`src/rtl/comm_pkg.sv`:
```
// Shared constants for the byte-stream communication datapath.
package comm_pkg;

    localparam int BYTE_W = 8;

endpackage

```
`src/rtl/fifo_shift_store.sv`:
```
// Tapped shift-register store: shifts on enable, read tap selects one stage.
module fifo_shift_store
    import comm_pkg::*;
#(
    parameter int WIDTH = BYTE_W,
    parameter int DEPTH = 4,
    localparam int IW = $clog2(DEPTH)
) (
    input  logic             clk,
    input  logic             rst_n,
    input  logic             shift_en,
    input  logic [WIDTH-1:0] din,
    input  logic             tap_en,
    input  logic [IW-1:0]    tap_idx,
    output logic [WIDTH-1:0] dout
);

    logic [WIDTH-1:0] stage [DEPTH];

    always_ff @(posedge clk or negedge rst_n) begin
        if (!rst_n) begin
            for (int i = 0; i < DEPTH; i++) begin
                stage[i] <= '0;
            end
        end else if (shift_en) begin
            stage[0] <= din;
            for (int i = 1; i < DEPTH; i++) begin
                stage[i] <= stage[i-1];
            end
        end
    end

    assign dout = tap_en ? stage[tap_idx] : '0;

endmodule

```
`src/rtl/shift_fifo_ctrl.sv`:
```
// Valid/ready byte FIFO; the read tap tracks occupancy so the oldest
// byte is always on out_data.
module shift_fifo_ctrl
    import comm_pkg::*;
#(
    parameter int WIDTH = BYTE_W,
    parameter int DEPTH = 4,
    localparam int CW = $clog2(DEPTH + 1),
    localparam int IW = $clog2(DEPTH)
) (
    input  logic             clk,
    input  logic             rst_n,
    input  logic             flush,
    input  logic [WIDTH-1:0] in_data,
    input  logic             in_valid,
    output logic             in_ready,
    output logic [WIDTH-1:0] out_data,
    output logic             out_valid,
    input  logic             out_ready,
    output logic [CW-1:0]    level
);

    logic [CW-1:0] count;
    logic          push;
    logic          pop;
    logic          shift_en;
    logic [IW-1:0] tap_idx;

    assign in_ready  = (count != CW'(DEPTH));
    assign out_valid = (count != '0);
    assign level     = count;

    assign push = in_valid & in_ready;
    assign pop  = out_valid & out_ready;

    // A flushed write must not disturb the store.
    assign shift_en = push & ~flush;
    assign tap_idx  = IW'(count - CW'(1));

    always_ff @(posedge clk or negedge rst_n) begin
        if (!rst_n) begin
            count <= '0;
        end else if (flush) begin
            count <= '0;
        end else if (push && !pop) begin
            count <= count + CW'(1);
        end else if (pop && !push) begin
            count <= count - CW'(1);
        end
    end

    fifo_shift_store #(
        .WIDTH (WIDTH),
        .DEPTH (DEPTH)
    ) u_store (
        .clk      (clk),
        .rst_n    (rst_n),
        .shift_en (shift_en),
        .din      (in_data),
        .tap_en   (out_valid),
        .tap_idx  (tap_idx),
        .dout     (out_data)
    );

endmodule

```
`config.mk`:
```
export PLATFORM = sky130hd
export DESIGN_NAME = shift_fifo_ctrl
export DESIGN_NICKNAME = d
export VERILOG_FILES = /design/src/rtl/comm_pkg.sv /design/src/rtl/fifo_shift_store.sv /design/src/rtl/shift_fifo_ctrl.sv
export SDC_FILE = /design/constraint.sdc
export NUM_CORES = 1
export LEC_CHECK = 0
export CORE_ASPECT_RATIO = 1.2
export CORE_UTILIZATION = 58
export CTS_CLUSTER_DIAMETER = 150
export DETAILED_ROUTE_END_ITERATION = 8
export MAX_ROUTING_LAYER = met4
export PLACE_DENSITY = 0.9
export RECOVER_POWER = 100
export SYNTH_ARGS = -nofsm -noshare
export SYNTH_HDL_FRONTEND = slang
export SYNTH_SLANG_ARGS = --single-unit
```
`constraint.sdc`:
```
create_clock -name clk -period 4 [get_ports clk]
set_input_delay 1.2 -clock clk [delete_from_list [all_inputs] [get_ports clk]]
set_output_delay 1.2 -clock clk [all_outputs]
set_load 0.05 [all_outputs]
```
### Word level (Yosys, flattened, before mapping)

Cells that the tools add are included.

| operators by class | value |
|---|---|
| reduce and logical (&&, ||, !) cells | 6 |
| mux-type cells | 7 |
| bitwise gates (word level) | 5 |
| equality and inequality tests | 1 |
| $lt $le $gt $ge | 1 |
| add/subtract/negate cells | 2 |

Operator list:

| kind | count |
|---|---|
| $mux 8 | 3 |
| $bmux 8 s2 | 1 |
| $mux 3 | 3 |
| $reduce_bool 3->1 | 2 |
| $add 3x1->3 const B | 1 |
| $and 1x1->1 | 3 |
| $ge 3x3->1 const B | 1 |
| $ne 3x3->1 const B | 1 |
| $not 2->3 | 1 |
| $sub 3x1->3 const B | 1 |
| $logic_and 1x1->1 | 2 |
| $logic_not 1->1 | 2 |
| $not 1->1 | 1 |

| storage, ports and cells | value |
|---|---|
| register bits | 35 |
| logic and storage cells | 27 |
| input port bits | 13 |

### Longest topological paths before layout

Gate-level depths: netlist of the first run.

| logic depth | value |
|---|---|
| depth in word-level cells | 7 |
| depth in mapped cells | 7 |
| gate-level depth less buffers | 5 |

### Modules after synthesis

Synthesis of the first run repeated with hierarchy kept, for this count alone.

| unflattened totals | value |
|---|---|
| cell total of the unflattened synthesis | 126 |
| area total of the unflattened synthesis | 1764.2 µm² |

Modules (own cells, without submodules):

| module | seq. area each (µm²) | area each (µm²) | instances | cells an instance |
|---|---|---|---|---|
| fifo_shift_store | 800.8 | 1491.4 | 1 | 97 |
| shift_fifo_ctrl | 75.1 | 272.8 | 1 | 29 |

### Least setup slack after synthesis of the first run

OpenSTA, ideal clock, no wires.

| path | value |
|---|---|
| path type | reg-to-output |
| start point | register count[0] (netlist: level[0]) |
| end point | output out_data[0] |
| slack | 368 ps |
| arrival | 2432 ps |
| cell stages (with the launch flop) | 7 |
| buffers on the path | 2 |
| data required time | 2800 ps |
| cell sequence | dfrtp_1 buf_4 inv_1 ha_1 buf_2 mux4_2 nor2b_1 |

| between the ends | value |
|---|---|
| cells in the longest elaborated chain, start to end | 6 |
| elaborated cells on any way between the ends | 7 |
| classes of those cells | add/sub (1); mux (4); bitwise (1); reduce/logical (1) |

RTL lines:

| item | line | source |
|---|---|---|
| start: declaration | shift_fifo_ctrl.sv:23 | `logic [CW-1:0] count;` |
| start signal: assignment | shift_fifo_ctrl.sv:46 | `count <= count + CW'(1);` |
| start signal: assignment | shift_fifo_ctrl.sv:48 | `count <= count - CW'(1);` |
| $sub 3x1->3 | -- |  |
| $not 2->3 (implied by the code) | fifo_shift_store.sv:33 | `assign dout = tap_en ? stage[tap_idx] : '0;` |
| $bmux 8 s2 | fifo_shift_store.sv:33 |  |
| $mux 8 (implied by the code) (2 in a row) | fifo_shift_store.sv:33 |  |
| $mux 8 * | fifo_shift_store.sv:33 |  |
| end: declaration | shift_fifo_ctrl.sv:17 | `output logic [WIDTH-1:0] out_data,` |

Every way passes the cells marked *; elsewhere a longest branch is shown, timed or not. The select of a mux whose other input is x is not followed.

### Worst setup path after layout of the first run

| path | value |
|---|---|
| start point | register count[1] (netlist: level[1]) |
| end point | output out_data[1] |

The elaborated chain is that of the path after synthesis.

==> results of run 1 <==
## worst register-to-register path: stages (launching register included)
cell,delay (ns)
dfrtp_1,0.45
inv_1,0.09
ha_1,0.28
nand2_2,0.09
nand3b_1,0.96
mux2_1,0.73
## sequential cells by signal (all words and copies together) (netlist names)
signal / cells
level: 3
u_store.stage: 32
## power breakdown
group          switching, mW  internal (mW)  total, mW
combinational          0.473          0.326      0.798
sequential            0.0931          0.495      0.588
clock                  0.105         0.0625      0.168
total                  0.671          0.883       1.55
## synthesized netlist by cell type (2+ instances only)
library cell  count
nor2b_1           8
buf_6             4
buf_2             3
ha_1              3
mux2_2            2
inv_1             4
mux2_1           31
nand2_1           2
nor2_1            6
mux4_2            8
dfrtp_1          35
## final cells by class
cell class                 count  share of cell area
sequential                    35              0.4337
tap                           34             0.02107
clock buffer                   6             0.02045
timing repair buffer          28              0.1103
multi-input combinational     77              0.4071
inverter                       4            0.007435
## layout by cell type (no fill, tap or decap), drive strengths merged
cell type / instances
nand3b: 2
a21boi: 1
a31oi: 1
nand2b: 1
mux2: 34
mux4: 8
or2: 1
ha: 3
a221oi: 1
a311oi: 1
clkbuf: 14
a211o: 1
dfrtp: 35
mux2i: 1
nor2: 6
nor2b: 8
inv: 4
buf: 3
o211ai: 1
dlygate4sd3: 7
clkdlybuf4s50: 10
nor4bb: 1
o221ai: 1
nand3: 1
a2111oi: 1
nand2: 3
## per-layer routing
| metal | vias up | part of all wire | GRT usage |
|---|---|---|---|
| met5 | - | 0 | - |
| met4 | 0 | 0.011 | 0.06908 |
| met3 | 4 | 0.050 | 0.07729 |
| met2 | 24 | 0.53 | 0.3829 |
| met1 | 552 | 0.41 | 0.2717 |
| li1 | 507 | - | - |
## cell families (layout without fill, tap and decap cells)
kind of cell | count (synthesis) | after routing | share of synthesized area
simple gates | 23 | 23 | 0.07843
flops | 35 | 35 | 0.4858
mux | 43 | 43 | 0.3199
buf+inv | 12 | 38 | 0.04580
compound gates | 8 | 8 | 0.04927
fa+ha+maj | 3 | 3 | 0.02082
## per-stage QoR
step           setup WS, ns  hold slack (ns)
2_1_floorplan        0.3679           0.4595
3_3_place_gp         0.9861           0.4690
3_5_place_dp         0.9527           0.4821
4_1_cts              0.5685           0.5095
5_1_grt              0.1905           0.5337
6_report             0.3639           0.4993
## worst min path at each step
stage	startpoint	slack (ns)	depth (start not counted)	endpoint
after floorplan	u_store.stage[0]	0.46	1	u_store.stage[0]
after global placement	u_store.stage[6]	0.47	1	u_store.stage[6]
after detailed placement	u_store.stage[1]	0.48	1	u_store.stage[1]
after CTS	u_store.stage[0]	0.51	1	u_store.stage[0]
after global routing	u_store.stage[31]	0.53	1	u_store.stage[23]
final	u_store.stage[0]	0.50	1	u_store.stage[0]
==> impl_metrics.env, run 1 <==
export IMPL_cts_tree="built"
export IMPL_grtUsageTotal=0.2349
export IMPL_slew_violations=36
export IMPL_synth_edf_count=0
export IMPL_clk_insertion_delay_late_ns=0.33
export IMPL_cts_resized=0
export IMPL_layout_cells_non_filler=184
export IMPL_start_kind="register"
export IMPL_crit_path_end="out_data[1]"
export IMPL_register_area_um2=875.8
export IMPL_vias=1087
export IMPL_cts_htree_levels=2
export IMPL_ioPinCount=26
export IMPL_setup_violations=0
export IMPL_core_mm2=0.002864
export IMPL_gp_congestion=0.7725
export IMPL_maxSlewHeadroom=-0.2263
export IMPL_grt_pass1_wl_um=5361
export IMPL_path_cells="inv_1, ha_1, mux4_2, nor2b_1, clkbuf_1"
export IMPL_fin_setup_tns_ns=0
export IMPL_hold_viol=0
export IMPL_cp_startpoint="level[1]"
export IMPL_clock_sinks=35
export IMPL_dieArea_mm2=0.003336
export IMPL_seq_area_frac_synth=0.4858
export IMPL_p_total_mw=1.555
export IMPL_clkTransAtPathRegs_ns=0.09
export IMPL_final_layout_size_suffix_gt1_frac=0.1533
export IMPL_nNetsFinal=167
export IMPL_path_class="reg -> out"
export IMPL_path_depth=5
export IMPL_yosysWarnings=0
export IMPL_worst_path_buf_inv=2
export IMPL_rsz0062_at_grt="false"
export IMPL_globalRouteOverflowTotal=0
export IMPL_reg2regPathDepth=5
export IMPL_rrSetupSlack_ns=1.28
export IMPL_syn_area_per_cell_um2=14.54
export IMPL_place_inst=178
export IMPL_via_per_inst=5.908
export IMPL_yosysTopAreaCell="dfrtp_1"
export IMPL_r2r_end="u_store.stage[10]"
export IMPL_tightest_slew_ns=1.839
export IMPL_grt_pass1_vias=1198
export IMPL_cp_arrival_ns=2.44
export IMPL_syn_cell_area_mm2=0.001803
export IMPL_power_density_mw_per_mm2=769.8
export IMPL_ir_worst_vdd_uv=477.0
export IMPL_status="complete, but fails checks"
export IMPL_postLayoutCellArea_mm2=0.002019
export IMPL_cts_repair_timing_setup_buffer_count=0
export IMPL_firstDrtPassIters=3
export IMPL_hp_class="reg -> reg"
export IMPL_synth_cell_types=29
export IMPL_skew_ns=0.002693
export IMPL_critPathTopFamily="adder cells"
export IMPL_ant_nets=0
export IMPL_drt_wl_total_um=3049
export IMPL_dpl_cell_area_mm2=0.002031
export IMPL_synth_ff_type="dfrtp_1"
export IMPL_fin_crit_sh=0.9090
export IMPL_grt_max_degree=36
export IMPL_routedWlPerCell_um=16.57
export IMPL_dieWidth_um=52.90
export IMPL_ys_seq_elements=35
export IMPL_initial_core_util=0.6295
export IMPL_cp_end_kind="primary output"
export IMPL_numPortBuffers=25
export IMPL_ctsRootBufferMaster="clkbuf_4"
export IMPL_multi_input_area_um2=822.0
export IMPL_rows=21
export IMPL_antenna_cells=0
export IMPL_synthCells=124
export IMPL_r2r_start="level[1]"
export IMPL_nFillCells=207
export IMPL_fmax_ghz=0.2750
export IMPL_p_leak_nw=0.8387
export IMPL_cts_max_path_buffers=2
export IMPL_ys_async_sr_fraction=1.000
export IMPL_drtIter0Drc=21
export IMPL_synth_nets=140
export IMPL_cap_violations=1
export IMPL_antenna_found_initial=0
export IMPL_min_period_ns=3.636
export IMPL_fp_dieH_um=63.08
export IMPL_finish_utilization=0.7051
export IMPL_dp_hpwl_um=2136
export IMPL_yosys_area_top_type_share=0.4858
export IMPL_syn2layout_area_growth_pct=12.01
export IMPL_cpPeakStageDelay_ns=0.64
export IMPL_critPathSlowestCell="ha_1"
export IMPL_violations="max-capacitance violations, max-slew violations"
export IMPL_drc=0
export IMPL_numCtsBuffers=5
export IMPL_required_ns=2.80
export IMPL_yosys_top_cells_area="dfrtp_1 (49%), mux2_1 (19%), mux4_2 (10%)"
export IMPL_crit_fanout=11
export IMPL_cts_hold_buf=0
Note: power is estimated with default switching activity, not from simulation.
==> run 2, diff against run 1 <==
Clock period 4 ns to 4.7 ns, I/O delays scaled along.
==> impl_metrics.env, run 2 (same netlist as run 1, synthesis figures left out) <==
export IMPL_cts_hold_buf=0
export IMPL_fin_crit_sh=0.9004
export IMPL_fp_dieH_um=63.08
export IMPL_fin_setup_tns_ns=0
export IMPL_p_leak_nw=0.8637
export IMPL_vias=1067
export IMPL_cts_tree="built"
export IMPL_gr_usage_met2=0.3592
export IMPL_antenna_found_initial=0
export IMPL_initial_core_util=0.6295
export IMPL_drt_wl_total_um=3009
export IMPL_grt_pass1_vias=1129
export IMPL_critPathTopFamily="buffers and inverters"
export IMPL_firstDrtPassIters=4
export IMPL_clock_sinks=35
export IMPL_nFillCells=206
export IMPL_numCtsBuffers=5
export IMPL_maxSlewHeadroom=-0.1799
export IMPL_ioPinCount=26
export IMPL_setup_violations=0
export IMPL_antenna_cells=0
export IMPL_p_int_mw=0.7834
export IMPL_p_clk_frac=0.104
export IMPL_path_cells="inv_1, ha_1, mux4_2, nor2b_1, dlygate4sd3_1"
export IMPL_dpl_cell_area_mm2=0.002043
export IMPL_top_register="u_store.stage"
export IMPL_required_ns=3.29
export IMPL_cp_arrival_ns=2.82
export IMPL_grt_util_met3=0.05072
export IMPL_dieArea_mm2=0.003336
export IMPL_worst_path_buf_inv=2
export IMPL_cts_htree_levels=2
export IMPL_clkTransAtPathRegs_ns=0.10
export IMPL_cts_max_path_buffers=2
export IMPL_seqPwrFrac=0.371
export IMPL_ir_worst_vdd_uv=484.1
export IMPL_hp_class="reg -> reg"
export IMPL_slew_violations=69
export IMPL_path_class="reg -> out"
export IMPL_cap_violations=2
export IMPL_busiest_layer="met2"
export IMPL_hold_viol=0
export IMPL_grt_pass1_wl_um=5430
export IMPL_syn2layout_area_growth_pct=14.23
export IMPL_cp_end_kind="primary output"
export IMPL_skew_ns=0.008795
export IMPL_layout_common_cells="dfrtp_1 (35), mux2_1 (32), dlygate4sd3_1 (15)"
export IMPL_rsz0062_at_grt="false"
export IMPL_cpPeakStageDelay_ns=0.79
export IMPL_cts_repair_timing_setup_buffer_count=0
export IMPL_whs_ns=0.4950
export IMPL_start_kind="register"
export IMPL_via_per_inst=5.831
export IMPL_routedWlPerCell_um=16.44
export IMPL_rrSetupSlack_ns=1.92
export IMPL_p_sw_frac=0.4194
export IMPL_largest_reg_flops=32
export IMPL_power_density_mw_per_mm2=655.2
export IMPL_crit_fanout=11
export IMPL_violations="max-capacitance violations, max-slew violations"
export IMPL_status="complete, but fails checks"
export IMPL_critPathSlowestCell="dlygate4sd3_1"
export IMPL_drc=0
export IMPL_gp_congestion=0.7025
export IMPL_grt_met1_usage=0.3020
export IMPL_ctsRootBufferMaster="clkbuf_4"
export IMPL_numPortBuffers=25
export IMPL_core_mm2=0.002864
export IMPL_clk_insertion_delay_late_ns=0.33
export IMPL_min_period_ns=4.232
export IMPL_grt_max_degree=36
export IMPL_cts_resized=0
export IMPL_final_layout_size_suffix_gt1_frac=0.1409
export IMPL_grtUsageTotal=0.2384
export IMPL_p_sw_mw=0.5659
export IMPL_dieWidth_um=52.90
export IMPL_globalRouteOverflowTotal=0
export IMPL_dp_hpwl_um=2153
export IMPL_p_comb_frac=0.524
export IMPL_drtIter0Drc=16
export IMPL_postLayoutCellArea_mm2=0.002059
export IMPL_nNetsFinal=166
export IMPL_rows=21
export IMPL_final_common_cell="dfrtp_1"
export IMPL_fmax_ghz=0.2363
export IMPL_ant_nets=0
export IMPL_tightest_slew_ns=1.770
[run 2: cell count changes in the layout (fill, tap and decap cells not counted), sizes merged]
cell,previous run,this run
dlygate4sd3,7,15
buf,3,1
clkbuf,14,7
[run 2: layout make-up]
class / instances / area [um^2] / share of cell area
multi-input combinational: 77 / 823.3 / 0.3998
sequential: 35 / 875.8 / 0.4253
tap: 34 / 42.54 / 0.02066
inverter: 4 / 15.01 / 0.007290
timing repair buffer: 27 / 261.5 / 0.1270
clock buffer: 6 / 41.29 / 0.02005
[run 2: worst paths after layout]
path / from / to / cells after the start
setup / recovery: level[1] / out_data[0] / 5
hold / removal: u_store.stage[3] / u_store.stage[3] / 1
setup reg to reg: level[1] / u_store.stage[27] / 5
hold reg to reg: u_store.stage[3] / u_store.stage[3] / 1
max in group asynchronous: rst_n / u_store.stage[28] / 2
min in group asynchronous: rst_n / u_store.stage[18] / 2
[run 2: stage by stage]
step | utilization | cells | total power [mW] | worst slack (ns)
floorplan | - | 124 | 1.045 | 0.8579
global placement | 0.7134 | 177 | 1.221 | 0.9280
detailed placement | 0.7134 | 177 | 1.252 | 0.8498
CTS | 0.7278 | 183 | 1.394 | 0.4789
global route | 0.7191 | 183 | 1.436 | 0.2661
finish | 0.7191 | 183 | 1.349 | 0.4683
[run 2: worst register-to-register path, stage by stage (launching register included)]
cell      delay (ns)
dfrtp_1         0.45
inv_1           0.09
ha_1            0.29
nand2_2         0.10
nand3b_1        1.00
mux2_1          0.74
[run 2: power groups by stage]
stage               Clock, mW  Sequential (mW)  Combinational, mW
floorplan                   0            0.503              0.542
detailed placement          0            0.510              0.742
global route            0.158            0.522              0.756
global placement            0            0.492              0.728
CTS                     0.146            0.503              0.745
finish                  0.141            0.501              0.708
[run 2: layer usage]
layer / part of all wire / vias to the layer above
li1: - / 499
met1: 0.40 / 538
met2: 0.54 / 25
met3: 0.035 / 5
met4: 0.022 / 0
met5: 0 / -
